===== config.mk =====
export PLATFORM = sky130hd
export DESIGN_NAME = pe_issue_arbiter_flat
export DESIGN_NICKNAME = d
export VERILOG_FILES = /design/src/rtl/pe_issue_arbiter_if.sv /design/src/rtl/pe_issue_arbiter.sv /design/src/flat_wrapper.sv
export SDC_FILE = /design/constraint.sdc
export NUM_CORES = 1
export LEC_CHECK = 0
export ABC_AREA = 1
export CAP_MARGIN = 5
export CORE_AREA = 2 2 284 286
export CTS_CLUSTER_DIAMETER = 30
export CTS_CLUSTER_SIZE = 12
export DETAILED_ROUTE_END_ITERATION = 16
export DIE_AREA = 0 0 286 288
export GPL_ROUTABILITY_DRIVEN = 0
export HOLD_SLACK_MARGIN = 0.02
export SLEW_MARGIN = 20
export SYNTH_ARGS = -nofsm -noshare
export SYNTH_HDL_FRONTEND = slang
export SYNTH_SLANG_ARGS = --single-unit

===== constraint.sdc =====
create_clock -name clk -period 5.4 [get_ports clk]
set_clock_uncertainty 0.1 [all_clocks]
set_input_delay 1.35 -clock clk [delete_from_list [all_inputs] [get_ports clk]]
set_output_delay 1.35 -clock clk [all_outputs]
set_load 0.05 [all_outputs]

===== src/rtl/pe_issue_arbiter_if.sv =====
// Request, PE-issue and response bundle shared by pe_issue_arbiter and its environment.
// grant_cnt and CNT_W exist only when PE_ARB_STATS_EN is defined.
interface pe_issue_arbiter_if #(
    parameter int unsigned N_REQ = 4
`ifdef PE_ARB_STATS_EN
    ,
    parameter int unsigned CNT_W = 16
`endif
);
    logic [N_REQ-1:0]    req_valid;
    logic [N_REQ-1:0]    req_ready;
    logic [32*N_REQ-1:0] req_opcode;
    logic [32*N_REQ-1:0] req_op1;
    logic [32*N_REQ-1:0] req_op2;
    logic [32*N_REQ-1:0] req_op3;
    logic                hold;

    logic [31:0]         pe_opcode;
    logic [31:0]         pe_op1;
    logic [31:0]         pe_op2;
    logic [31:0]         pe_op3;
    logic                pe_valid;
    logic [31:0]         pe_result;
    logic                pe_result_valid;

    logic [N_REQ-1:0]    rsp_valid;
    logic [31:0]         rsp_data;
    logic                idle;
    logic                err_sync;
`ifdef PE_ARB_STATS_EN
    logic [CNT_W*N_REQ-1:0] grant_cnt;
`endif

    // Requesters plus PE side of the environment.
    modport master (
        output req_valid, req_opcode, req_op1, req_op2, req_op3, hold,
        output pe_result, pe_result_valid,
        input  req_ready, pe_opcode, pe_op1, pe_op2, pe_op3, pe_valid,
        input  rsp_valid, rsp_data, idle, err_sync
`ifdef PE_ARB_STATS_EN
        ,
        input  grant_cnt
`endif
    );

    // The arbiter itself.
    modport slave (
        input  req_valid, req_opcode, req_op1, req_op2, req_op3, hold,
        input  pe_result, pe_result_valid,
        output req_ready, pe_opcode, pe_op1, pe_op2, pe_op3, pe_valid,
        output rsp_valid, rsp_data, idle, err_sync
`ifdef PE_ARB_STATS_EN
        ,
        output grant_cnt
`endif
    );
endinterface


===== src/rtl/pe_issue_arbiter.sv =====
// Round-robin issue arbiter sharing one PE core among N_REQ requesters, with tag-based routing
// of results. Define PE_ARB_STATS_EN to add saturating per-requester grant counters.
module pe_issue_arbiter #(
    parameter int unsigned N_REQ  = 4,
    parameter int unsigned PE_LAT = 2
`ifdef PE_ARB_STATS_EN
    ,
    parameter int unsigned CNT_W  = 16
`endif
) (
    input logic               clk,
    input logic               rst_n,
    pe_issue_arbiter_if.slave bus
);
    localparam int unsigned ID_W = $clog2(N_REQ);

    logic [ID_W-1:0]  rr_ptr_q;
    logic [ID_W-1:0]  rr_ptr_d;
    logic [ID_W-1:0]  win_id;
    logic [ID_W-1:0]  cand;
    logic             found;
    logic             handshake;
    logic [N_REQ-1:0] grant;

    logic [31:0]      sel_opcode;
    logic [31:0]      sel_op1;
    logic [31:0]      sel_op2;
    logic [31:0]      sel_op3;

    logic             pe_valid_q;
    logic [31:0]      pe_opcode_q;
    logic [31:0]      pe_op1_q;
    logic [31:0]      pe_op2_q;
    logic [31:0]      pe_op3_q;
    logic [ID_W-1:0]  pe_id_q;

    logic [PE_LAT-1:0] tag_vld_q;
    logic [ID_W-1:0]   tag_id_q [PE_LAT];
    logic              out_vld;
    logic [ID_W-1:0]   out_id;
    logic [N_REQ-1:0]  out_onehot;

    logic [N_REQ-1:0] rsp_valid_q;
    logic [31:0]      rsp_data_q;
    logic             err_sync_q;

    // First pending requester at or after rr_ptr, wrapping modulo N_REQ.
    always_comb begin
        found  = 1'b0;
        win_id = '0;
        cand   = '0;
        for (int unsigned k = 0; k < N_REQ; k++) begin
            cand = ID_W'((32'(rr_ptr_q) + k) % N_REQ);
            if (!found && bus.req_valid[cand]) begin
                found  = 1'b1;
                win_id = cand;
            end
        end
    end

    // Reset gates the grant so req_ready reads zero while rst_n is low.
    assign handshake = found & ~bus.hold & rst_n;

    always_comb begin
        grant = '0;
        if (handshake) begin
            grant[win_id] = 1'b1;
        end
    end

    assign rr_ptr_d = (win_id == ID_W'(N_REQ - 1)) ? '0 : win_id + ID_W'(1);

    always_comb begin
        sel_opcode = bus.req_opcode[31:0];
        sel_op1    = bus.req_op1[31:0];
        sel_op2    = bus.req_op2[31:0];
        sel_op3    = bus.req_op3[31:0];
        for (int unsigned i = 0; i < N_REQ; i++) begin
            if (win_id == ID_W'(i)) begin
                sel_opcode = bus.req_opcode[32*i +: 32];
                sel_op1    = bus.req_op1[32*i +: 32];
                sel_op2    = bus.req_op2[32*i +: 32];
                sel_op3    = bus.req_op3[32*i +: 32];
            end
        end
    end

    assign out_vld = tag_vld_q[PE_LAT-1];
    assign out_id  = tag_id_q[PE_LAT-1];

    always_comb begin
        out_onehot = '0;
        for (int unsigned i = 0; i < N_REQ; i++) begin
            out_onehot[i] = (out_id == ID_W'(i));
        end
    end

    always_ff @(posedge clk or negedge rst_n) begin
        if (!rst_n) begin
            rr_ptr_q    <= '0;
            pe_valid_q  <= 1'b0;
            pe_opcode_q <= '0;
            pe_op1_q    <= '0;
            pe_op2_q    <= '0;
            pe_op3_q    <= '0;
            pe_id_q     <= '0;
            tag_vld_q   <= '0;
            for (int unsigned s = 0; s < PE_LAT; s++) begin
                tag_id_q[s] <= '0;
            end
            rsp_valid_q <= '0;
            rsp_data_q  <= '0;
            err_sync_q  <= 1'b0;
        end else begin
            pe_valid_q <= handshake;
            if (handshake) begin
                pe_opcode_q <= sel_opcode;
                pe_op1_q    <= sel_op1;
                pe_op2_q    <= sel_op2;
                pe_op3_q    <= sel_op3;
                pe_id_q     <= win_id;
                rr_ptr_q    <= rr_ptr_d;
            end

            // Stage 0 loads alongside the PE issue, so stage PE_LAT-1 lines up with the result.
            tag_vld_q[0] <= pe_valid_q;
            tag_id_q[0]  <= pe_id_q;
            for (int unsigned s = 1; s < PE_LAT; s++) begin
                tag_vld_q[s] <= tag_vld_q[s-1];
                tag_id_q[s]  <= tag_id_q[s-1];
            end

            rsp_valid_q <= '0;
            if (out_vld && bus.pe_result_valid) begin
                rsp_valid_q <= out_onehot;
                rsp_data_q  <= bus.pe_result;
            end
            if (out_vld != bus.pe_result_valid) begin
                err_sync_q <= 1'b1;
            end
        end
    end

    assign bus.req_ready = grant;
    assign bus.pe_valid  = pe_valid_q;
    assign bus.pe_opcode = pe_opcode_q;
    assign bus.pe_op1    = pe_op1_q;
    assign bus.pe_op2    = pe_op2_q;
    assign bus.pe_op3    = pe_op3_q;
    assign bus.rsp_valid = rsp_valid_q;
    assign bus.rsp_data  = rsp_data_q;
    assign bus.err_sync  = err_sync_q;
    assign bus.idle      = ~handshake & ~pe_valid_q & ~(|tag_vld_q);

`ifdef PE_ARB_STATS_EN
    logic [CNT_W-1:0] cnt_q [N_REQ];

    always_ff @(posedge clk or negedge rst_n) begin
        if (!rst_n) begin
            for (int unsigned i = 0; i < N_REQ; i++) begin
                cnt_q[i] <= '0;
            end
        end else begin
            for (int unsigned i = 0; i < N_REQ; i++) begin
                if (grant[i] && (cnt_q[i] != '1)) begin
                    cnt_q[i] <= cnt_q[i] + CNT_W'(1);
                end
            end
        end
    end

    for (genvar g = 0; g < N_REQ; g++) begin : g_cnt
        assign bus.grant_cnt[CNT_W*g +: CNT_W] = cnt_q[g];
    end
`endif

endmodule


===== src/flat_wrapper.sv =====
// flat-port wrapper written by rule: the top's interface ports become plain ports
module pe_issue_arbiter_flat 
#(
    parameter int unsigned N_REQ  = 4,
    parameter int unsigned PE_LAT = 2

)
  (clk, rst_n, bus_req_valid, bus_req_opcode, bus_req_op1, bus_req_op2, bus_req_op3, bus_hold, bus_pe_result, bus_pe_result_valid, bus_req_ready, bus_pe_opcode, bus_pe_op1, bus_pe_op2, bus_pe_op3, bus_pe_valid, bus_rsp_valid, bus_rsp_data, bus_idle, bus_err_sync);
  pe_issue_arbiter_if #(.N_REQ(N_REQ)) bus_i ();
  input logic clk;
  input logic rst_n;
  input wire logic [$bits(bus_i.req_valid)-1:0] bus_req_valid;
  input wire logic [$bits(bus_i.req_opcode)-1:0] bus_req_opcode;
  input wire logic [$bits(bus_i.req_op1)-1:0] bus_req_op1;
  input wire logic [$bits(bus_i.req_op2)-1:0] bus_req_op2;
  input wire logic [$bits(bus_i.req_op3)-1:0] bus_req_op3;
  input wire logic [$bits(bus_i.hold)-1:0] bus_hold;
  input wire logic [$bits(bus_i.pe_result)-1:0] bus_pe_result;
  input wire logic [$bits(bus_i.pe_result_valid)-1:0] bus_pe_result_valid;
  output wire logic [$bits(bus_i.req_ready)-1:0] bus_req_ready;
  output wire logic [$bits(bus_i.pe_opcode)-1:0] bus_pe_opcode;
  output wire logic [$bits(bus_i.pe_op1)-1:0] bus_pe_op1;
  output wire logic [$bits(bus_i.pe_op2)-1:0] bus_pe_op2;
  output wire logic [$bits(bus_i.pe_op3)-1:0] bus_pe_op3;
  output wire logic [$bits(bus_i.pe_valid)-1:0] bus_pe_valid;
  output wire logic [$bits(bus_i.rsp_valid)-1:0] bus_rsp_valid;
  output wire logic [$bits(bus_i.rsp_data)-1:0] bus_rsp_data;
  output wire logic [$bits(bus_i.idle)-1:0] bus_idle;
  output wire logic [$bits(bus_i.err_sync)-1:0] bus_err_sync;
  assign bus_i.req_valid = bus_req_valid;
  assign bus_i.req_opcode = bus_req_opcode;
  assign bus_i.req_op1 = bus_req_op1;
  assign bus_i.req_op2 = bus_req_op2;
  assign bus_i.req_op3 = bus_req_op3;
  assign bus_i.hold = bus_hold;
  assign bus_i.pe_result = bus_pe_result;
  assign bus_i.pe_result_valid = bus_pe_result_valid;
  assign bus_req_ready = bus_i.req_ready;
  assign bus_pe_opcode = bus_i.pe_opcode;
  assign bus_pe_op1 = bus_i.pe_op1;
  assign bus_pe_op2 = bus_i.pe_op2;
  assign bus_pe_op3 = bus_i.pe_op3;
  assign bus_pe_valid = bus_i.pe_valid;
  assign bus_rsp_valid = bus_i.rsp_valid;
  assign bus_rsp_data = bus_i.rsp_data;
  assign bus_idle = bus_i.idle;
  assign bus_err_sync = bus_i.err_sync;
  pe_issue_arbiter #(.N_REQ(N_REQ), .PE_LAT(PE_LAT)) u_core (.clk(clk), .rst_n(rst_n), .bus(bus_i));
endmodule

==> insert_results.sql, run 1 <==
INSERT INTO impl_metrics (metric_group, metric, value, unit) VALUES
('outcome', 'run_status', 'completed', ''),
('critical_path', 'worst_setup_path_start_kind', 'input port', ''),
('synthesis', 'synthTopCellsByArea', 'sky130_fd_sc_hd__dfrtp_1 (42%), sky130_fd_sc_hd__nand2_1 (32%), sky130_fd_sc_hd__o21ai_0 (12%)', ''),
('sta', 'rsz0062_at_grt', 'no', ''),
('synthesis', 'postSynthRegisterBits', '176', ''),
('route', 'first_iter_violations', '601', ''),
('critical_path', 'cpPeakStageDelay', '480', 'ps'),
('final_layout', 'design.final.nets', '2831', ''),
('final_layout', 'diodes', '0', ''),
('synthesis', 'syn_area', '0.01055', 'mm2'),
('route', 'post-route-drc-count', '0', ''),
('sta', 'hold_viol', '0', ''),
('worst_hold_path', 'hold_path_startpoint', 'u_core.tag_id_q[3]$_DFF_PN0_', ''),
('sta', 'finalMaxSlewViolations', '0', ''),
('cts', 'cts_post_setup_buffers_inserted', '0', ''),
('global_route', 'globalRouteOverflowTotal', '0', ''),
('synthesis', 'synth_seq_area_share', '41.73', '%'),
('global_route', 'grt_pass1_vias', '12331', ''),
('route', 'vias_per_cell', '3.785', ''),
('synthesis', 'mapped_nets', '2196', ''),
('route', 'post_drt_wl_per_cell', '15.66', 'um'),
('global_route', 'grt_start_max_net_pins', '200', ''),
('critical_path', 'critical-path-top-cell-by-count', 'sky130_fd_sc_hd__nand2_1', ''),
('final_layout', 'synthToLayoutAreaGrowth', '84.03', '%'),
('power', 'peakVddDrop', '0.0007780', 'V'),
('power', 'p_leak', '8.483', 'nW'),
('synthesis', 'synth.distinct_cells', '21', ''),
('floorplanning', 'core_area', '0.07964', 'mm2'),
('floorplanning', 'die_width', '286', 'um'),
('cts', 'cts_repair_resize_count', '0', ''),
('sta', 'max_slew.worst_pin.slew', '1015', 'ps'),
('cts', 'cts.sink_count', '176', ''),
('critical_path', 'critPathCaptureType', 'output port', ''),
('cts', 'clk-insertion-delay-late', '480', 'ps'),
('global_route', 'grt_use_total', '12.21', '%'),
('synthesis', 'syn-mean-instance-area', '6.439', 'um2'),
('cts', 'number_of_h_tree_levels', '4', ''),
('critical_path', 'worstPathMaxFanout', '4', ''),
('synthesis', 'yosysWarnings', '0', ''),
('placed_design', 'detailedPlace.worstSlack', '367.5', 'ps'),
('placed_design', 'place.detailed.hpwl', '39.22', 'mm'),
('floorplanning', 'die-height', '288', 'um'),
('synthesis', 'async_reset_ff_share', '100.0', '%'),
('power', 'power_density', '721.4', 'mW/mm2'),
('cts', 'clkTransAtPathRegs', '90', 'ps'),
('sta', 'max-slew-margin-rel', '32.32', '%'),
('final_layout', 'drive_above_1_share', '2.886', '%'),
('sta', 'tns', '0', 'ps'),
('cts', 'clock_tree_from_tritoncts', 'done', ''),
('critical_path', 'critical-path-slowest-cell', 'sky130_fd_sc_hd__clkdlybuf4s50_1', ''),
('sta', 'final_worst_path_period_need', '4953', 'ps'),
('critical_path', 'reg2reg_setup_slack', '1550', 'ps'),
('critical_path', 'r2r_endpoint', 'u_core.bus.pe_opcode[25]$_DFFE_PN0N_', ''),
('floorplanning', 'area_of_the_die', '0.08237', 'mm2'),
('critical_path', 'critPathKind', 'in2out', ''),
('placed_design', 'numPortBuffers', '722', ''),
('global_route', 'grt_pass1_wl', '76.00', 'mm'),
('critical_path', 'list_of_cells_traversed_by_the_critical_path', 'clkdlybuf4s50_1, nand2_1, nand2_1, nand2_2, nand2_1, nor2_4, nand3_2, nand3_1, inv_1, ha_4, inv_1, nor2_1, buf_12', ''),
('synthesis', 'synth_commonest_cells', 'sky130_fd_sc_hd__nand2_1 (900), sky130_fd_sc_hd__o21ai_0 (261), sky130_fd_sc_hd__dfrtp_1 (176), sky130_fd_sc_hd__nand3_1 (138), sky130_fd_sc_hd__clkbuf_1 (81)', ''),
('worst_hold_path', 'holdPathEnd', 'u_core.out_id[1]$_DFF_PN0_', ''),
('sta', 'finalSetupViolations', '0', ''),
('route', 'drt_pass1_iterations', '7', ''),
('synthesis', 'yosys_most_used_dff', 'sky130_fd_sc_hd__dfrtp_1', ''),
('worst_hold_path', 'min-delay-path-class', 'reg2reg', ''),
('worst_hold_path', 'hold_depth', '0', ''),
('flow_run', 'drv_cap', '0', ''),
('cts', 'cts_hold_repair.buffers', '0', ''),
('synthesis', 'synth.largest_area_cell', 'sky130_fd_sc_hd__dfrtp_1', ''),
('global_route', 'antenna_violations_before_repair', '4', ''),
('route', 'route.final.wire_length', '52.40', 'mm'),
('cts', 'max-clock-path-buffers', '2', '');
## final cells by class
| class | instances | area, um2 |
|---|---|---|
| clock inverter | 14 | 158.9 |
| timing repair buffer | 737 | 7431 |
| inverter | 20 | 85.08 |
| fill | 8825 | 60210 |
| sequential | 176 | 4404 |
| multi-input combinational | 1322 | 5578 |
| tap | 1060 | 1326 |
| clock buffer | 18 | 439.2 |
## kinds of logic after synthesis
kind of cell / count (synthesis) / share of synthesized area (%)
AO/OA/AOI/OAI: 261 / 12.38
adder cells (fa/ha/maj): 5 / 0.5928
buffers and inverters: 141 / 5.785
flip-flops: 176 / 41.73
AND/OR/NAND/NOR: 1056 / 39.51
## critical path: cells and delay by family
family        cells  cell delay, ps
fa+ha+maj         1             200
simple gates      8             990
buf+inv           4             950
## metal layers
layer,wire (um),vias up,global-route usage (%)
met4,1358,8,4.581
li1,-,6489,-
met3,4133,61,3.867
met1,20970,5663,14.04
met2,25880,447,21.10
met5,51,-,0
## power by group
part	leakage [nW]	internal (mW)	switching (mW)
clock network	0.292	0.639	0.693
registers	2.20	1.91	0.332
logic	5.99	3.34	7.10
total	8.48	5.88	8.13
## layout by cell type, fill, tap and decap left out, types with 4 or more instances in the layout
master and n:
sky130_fd_sc_hd__inv_8 6, sky130_fd_sc_hd__o21ai_0 261, sky130_fd_sc_hd__clkdlybuf4s50_1 716, sky130_fd_sc_hd__clkbuf_16 17, sky130_fd_sc_hd__nand3_1 138, sky130_fd_sc_hd__inv_1 15, sky130_fd_sc_hd__nor3_1 4, sky130_fd_sc_hd__buf_4 12
sky130_fd_sc_hd__nand2_1 900, sky130_fd_sc_hd__buf_12 8, sky130_fd_sc_hd__nor2_1 6, sky130_fd_sc_hd__dfrtp_1 176
## sequential cells by signal, indices dropped and copies added, names as in the netlist
register / flops
u_core.bus.pe_op1: 32
u_core.bus.pe_opcode: 32
u_core.bus.pe_op3: 32
u_core.tag_vld_q: 2
u_core.bus.rsp_valid: 4
u_core.pe_id_q: 2
u_core.bus.rsp_data: 32
u_core.bus.err_sync: 1
u_core.bus.pe_op2: 32
u_core.out_id: 2
u_core.tag_id_q: 2
u_core.bus.pe_valid: 1
u_core.rr_ptr_q: 2
## per-stage QoR
stage	util, %	power (mW)	std cells	area [um2]
after floorplan	-	9.156	1639	10550
after global placement	23.64	12.83	3315	18820
after detailed placement	23.64	12.91	3315	18820
after CTS	24.39	14.33	3347	19420
after global routing	24.39	15.35	3347	19420
final	24.39	14.01	3347	19420
## worst max-delay path by stage
stage / start / endpoint / cells past startpoint
finish: bus_req_valid[2] / bus_req_ready[3] / 13
global route: bus_req_valid[0] / bus_req_ready[1] / 13
CTS: bus_req_valid[2] / bus_req_ready[3] / 13
detailed placement: bus_req_valid[2] / bus_req_ready[3] / 13
global placement: bus_req_valid[2] / bus_req_ready[3] / 13
floorplan: bus_req_valid[0] / bus_req_ready[3] / 15
Power figures use the tool's default switching activity.
==> inputs of run 2 (changes only) <==
--- a/config.mk
+++ b/config.mk
@@ -6,7 +6,7 @@
 export NUM_CORES = 1
 export LEC_CHECK = 0
 export ABC_AREA = 1
-export CAP_MARGIN = 5
+export CAP_MARGIN = 20
 export CORE_AREA = 2 2 284 286
 export CTS_CLUSTER_DIAMETER = 30
 export CTS_CLUSTER_SIZE = 12
==> insert_results.sql, run 2 (synthesis gave the netlist of run 1 again) <==
INSERT INTO impl_metrics (metric_group, metric, value, unit) VALUES
('outcome', 'run_status', 'completed', ''),
('route', 'post_drt_wl_per_cell', '15.66', 'um'),
('global_route', 'grt_use_met1', '13.93', '%'),
('final_layout', 'drive_above_1_share', '2.885', '%'),
('critical_path', 'cpPeakStageDelay', '480', 'ps'),
('global_route', 'globalRouteOverflowTotal', '0', ''),
('cts', 'max-clock-path-buffers', '2', ''),
('cts', 'clkTransAtPathRegs', '90', 'ps'),
('cts', 'cts_post_setup_buffers_inserted', '0', ''),
('sta', 'tns', '0', 'ps'),
('global_route', 'use_met2', '21.10', '%'),
('placed_design', 'numPortBuffers', '722', ''),
('route', 'postRouteAntennaNets', '0', ''),
('global_route', 'grt_start_max_net_pins', '200', ''),
('power', 'peakVddDrop', '0.0007782', 'V'),
('sta', 'max_clock_freq', '0.2015', 'GHz'),
('floorplanning', 'die-height', '288', 'um'),
('route', 'drt_pass1_iterations', '5', ''),
('floorplanning', 'rows', '104', ''),
('critical_path', 'critical-path-slowest-cell', 'sky130_fd_sc_hd__clkdlybuf4s50_1', ''),
('cts', 'clk_root_buffer_cell', 'sky130_fd_sc_hd__clkbuf_16', ''),
('global_route', 'grt_use_total', '12.20', '%'),
('cts', 'cts_hold_repair.buffers', '0', ''),
('global_route', 'antenna_violations_before_repair', '4', ''),
('critical_path', 'rr_worst_depth', '17', ''),
('sta', 'max_slew.worst_pin.slew', '1077', 'ps'),
('power', 'power_density', '721.5', 'mW/mm2'),
('critical_path', 'cp.arrival', '3510', 'ps'),
('cts', 'clock_tree_from_tritoncts', 'done', ''),
('sta', 'hold-worst-slack', '283.7', 'ps'),
('route', 'num_vias', '12641', ''),
('floorplanning', 'design.portCount', '723', ''),
('final_layout', 'final_util', '24.41', '%'),
('critical_path', 'worstPathMaxFanout', '3', ''),
('placed_design', 'place.detailed.hpwl', '39.23', 'mm'),
('global_route', 'grt_pass1_wl', '75.74', 'mm'),
('cts', 'cts.sink_count', '176', ''),
('sta', 'rsz0062_at_grt', 'no', ''),
('floorplanning', 'floorplan.initialDensity', '13.25', '%'),
('floorplanning', 'die_width', '286', 'um'),
('sta', 'max-slew-margin-rel', '28.21', '%'),
('sta', 'finalMaxSlewViolations', '0', ''),
('power', 'p_leak', '8.486', 'nW'),
('final_layout', 'commonest_non_fill_non_tap_cell_in_the_layout', 'sky130_fd_sc_hd__nand2_1', ''),
('global_route', 'grt.met3_usage', '3.780', '%'),
('global_route', 'grt_pass1_vias', '12273', ''),
('sta', 'hold_viol', '0', ''),
('route', 'vias_per_cell', '3.776', ''),
('worst_hold_path', 'hold_depth', '0', ''),
('route', 'first_iter_violations', '514', ''),
('critical_path', 'critPathKind', 'in2out', ''),
('flow_run', 'drv_cap', '0', ''),
('sta', 'finalSetupViolations', '0', ''),
('critical_path', 'critPathCaptureType', 'output port', ''),
('sta', 'final_period_util', '91.89', '%'),
('global_route', 'gr-max-usage-layer', 'met2', ''),
('final_layout', 'synthToLayoutAreaGrowth', '84.21', '%'),
('route', 'post-route-drc-count', '0', ''),
('floorplanning', 'area_of_the_die', '0.08237', 'mm2'),
('floorplanning', 'core_area', '0.07964', 'mm2'),
('cts', 'cts-buffers-inserted', '17', ''),
('critical_path', 'list_of_cells_traversed_by_the_critical_path', 'clkdlybuf4s50_1, inv_1, nand2_1, o21ai_0, o21ai_0, nand3_1, nand3_1, nand2_1, inv_1, ha_1, inv_6, nor2_1, buf_12', ''),
('final_layout', 'design.final.nets', '2832', ''),
('critical_path', 'worst_setup_path_start_kind', 'input port', ''),
('critical_path', 'critPathRequiredTime', '3950', 'ps'),
('final_layout', 'diodes', '0', ''),
('sta', 'final_worst_path_period_need', '4962', 'ps'),
('final_layout', 'most_frequent_cells_in_the_layout', 'sky130_fd_sc_hd__nand2_1 (900), sky130_fd_sc_hd__clkdlybuf4s50_1 (716), sky130_fd_sc_hd__o21ai_0 (261)', ''),
('route', 'route.final.wire_length', '52.42', 'mm'),
('cts', 'cts_repair_resize_count', '0', ''),
('cts', 'number_of_h_tree_levels', '4', ''),
('power', 'total_power', '14.03', 'mW'),
('worst_hold_path', 'min-delay-path-class', 'reg2reg', ''),
('cts', 'clk-insertion-delay-late', '480', 'ps');
-- run 2: cell types whose count changed in the layout (fill, tap and decap cells not counted), sizes merged --
| cell | change |
|---|---|
| clkinvlp | +1 |
| buf | +1 |
| inv | -3 |
| clkinv | +2 |
-- run 2: per-layer routing --
layer	share of wire (%)	wire length [um]
met5	0.097	51
met3	7.6	4001
met2	49	25860
met4	2.9	1497
met1	40	21010
-- run 2: power breakdown --
part	internal, mW	switching (mW)
Clock	0.636	0.698
Sequential	1.91	0.337
Combinational	3.34	7.11
-- run 2: final timing paths --
path | startpoint | to | slack [ps]
setup / recovery | bus_req_valid[0] | bus_req_ready[2] | 440
hold / removal | u_core.tag_id_q[3]$_DFF_PN0_ | u_core.out_id[1]$_DFF_PN0_ | 280
setup reg to reg | u_core.rr_ptr_q[0]$_DFFE_PN0N_ | u_core.bus.pe_opcode[28]$_DFFE_PN0N_ | 1590
hold reg to reg | u_core.tag_id_q[3]$_DFF_PN0_ | u_core.out_id[1]$_DFF_PN0_ | 280
max in group asynchronous | rst_n | u_core.bus.pe_opcode[14]$_DFFE_PN0N_ | 3490
min in group asynchronous | rst_n | u_core.bus.rsp_data[16]$_DFFE_PN0P_ | 630
-- run 2: cell type report --
| cell class | instances | area, um2 |
|---|---|---|
| clock buffer | 18 | 439.2 |
| fill | 8840 | 60200 |
| inverter | 20 | 85.08 |
| multi-input combinational | 1322 | 5578 |
| sequential | 176 | 4404 |
| tap | 1060 | 1326 |
| timing repair buffer | 738 | 7446 |
| clock inverter | 14 | 162.7 |
-- run 2: critical path: cells and delay by family --
kind	cells	cell delay, ps
buffers and inverters	5	940
and+or+nand+nor	5	640
AOI/OAI and AO/OA	2	330
adders and majority gates	1	240
-- run 2: through the flow --
| step | worst slack [ps] | cell area, um2 | instances |
|---|---|---|---|
| floorplan | 272.8 | 10550 | 1639 |
| CTS | 357.6 | 19440 | 3348 |
| finish | 437.8 | 19440 | 3348 |
| detailed placement | 364.5 | 18840 | 3316 |
| global route | 259.8 | 19440 | 3348 |
| global placement | 414.3 | 18820 | 3315 |
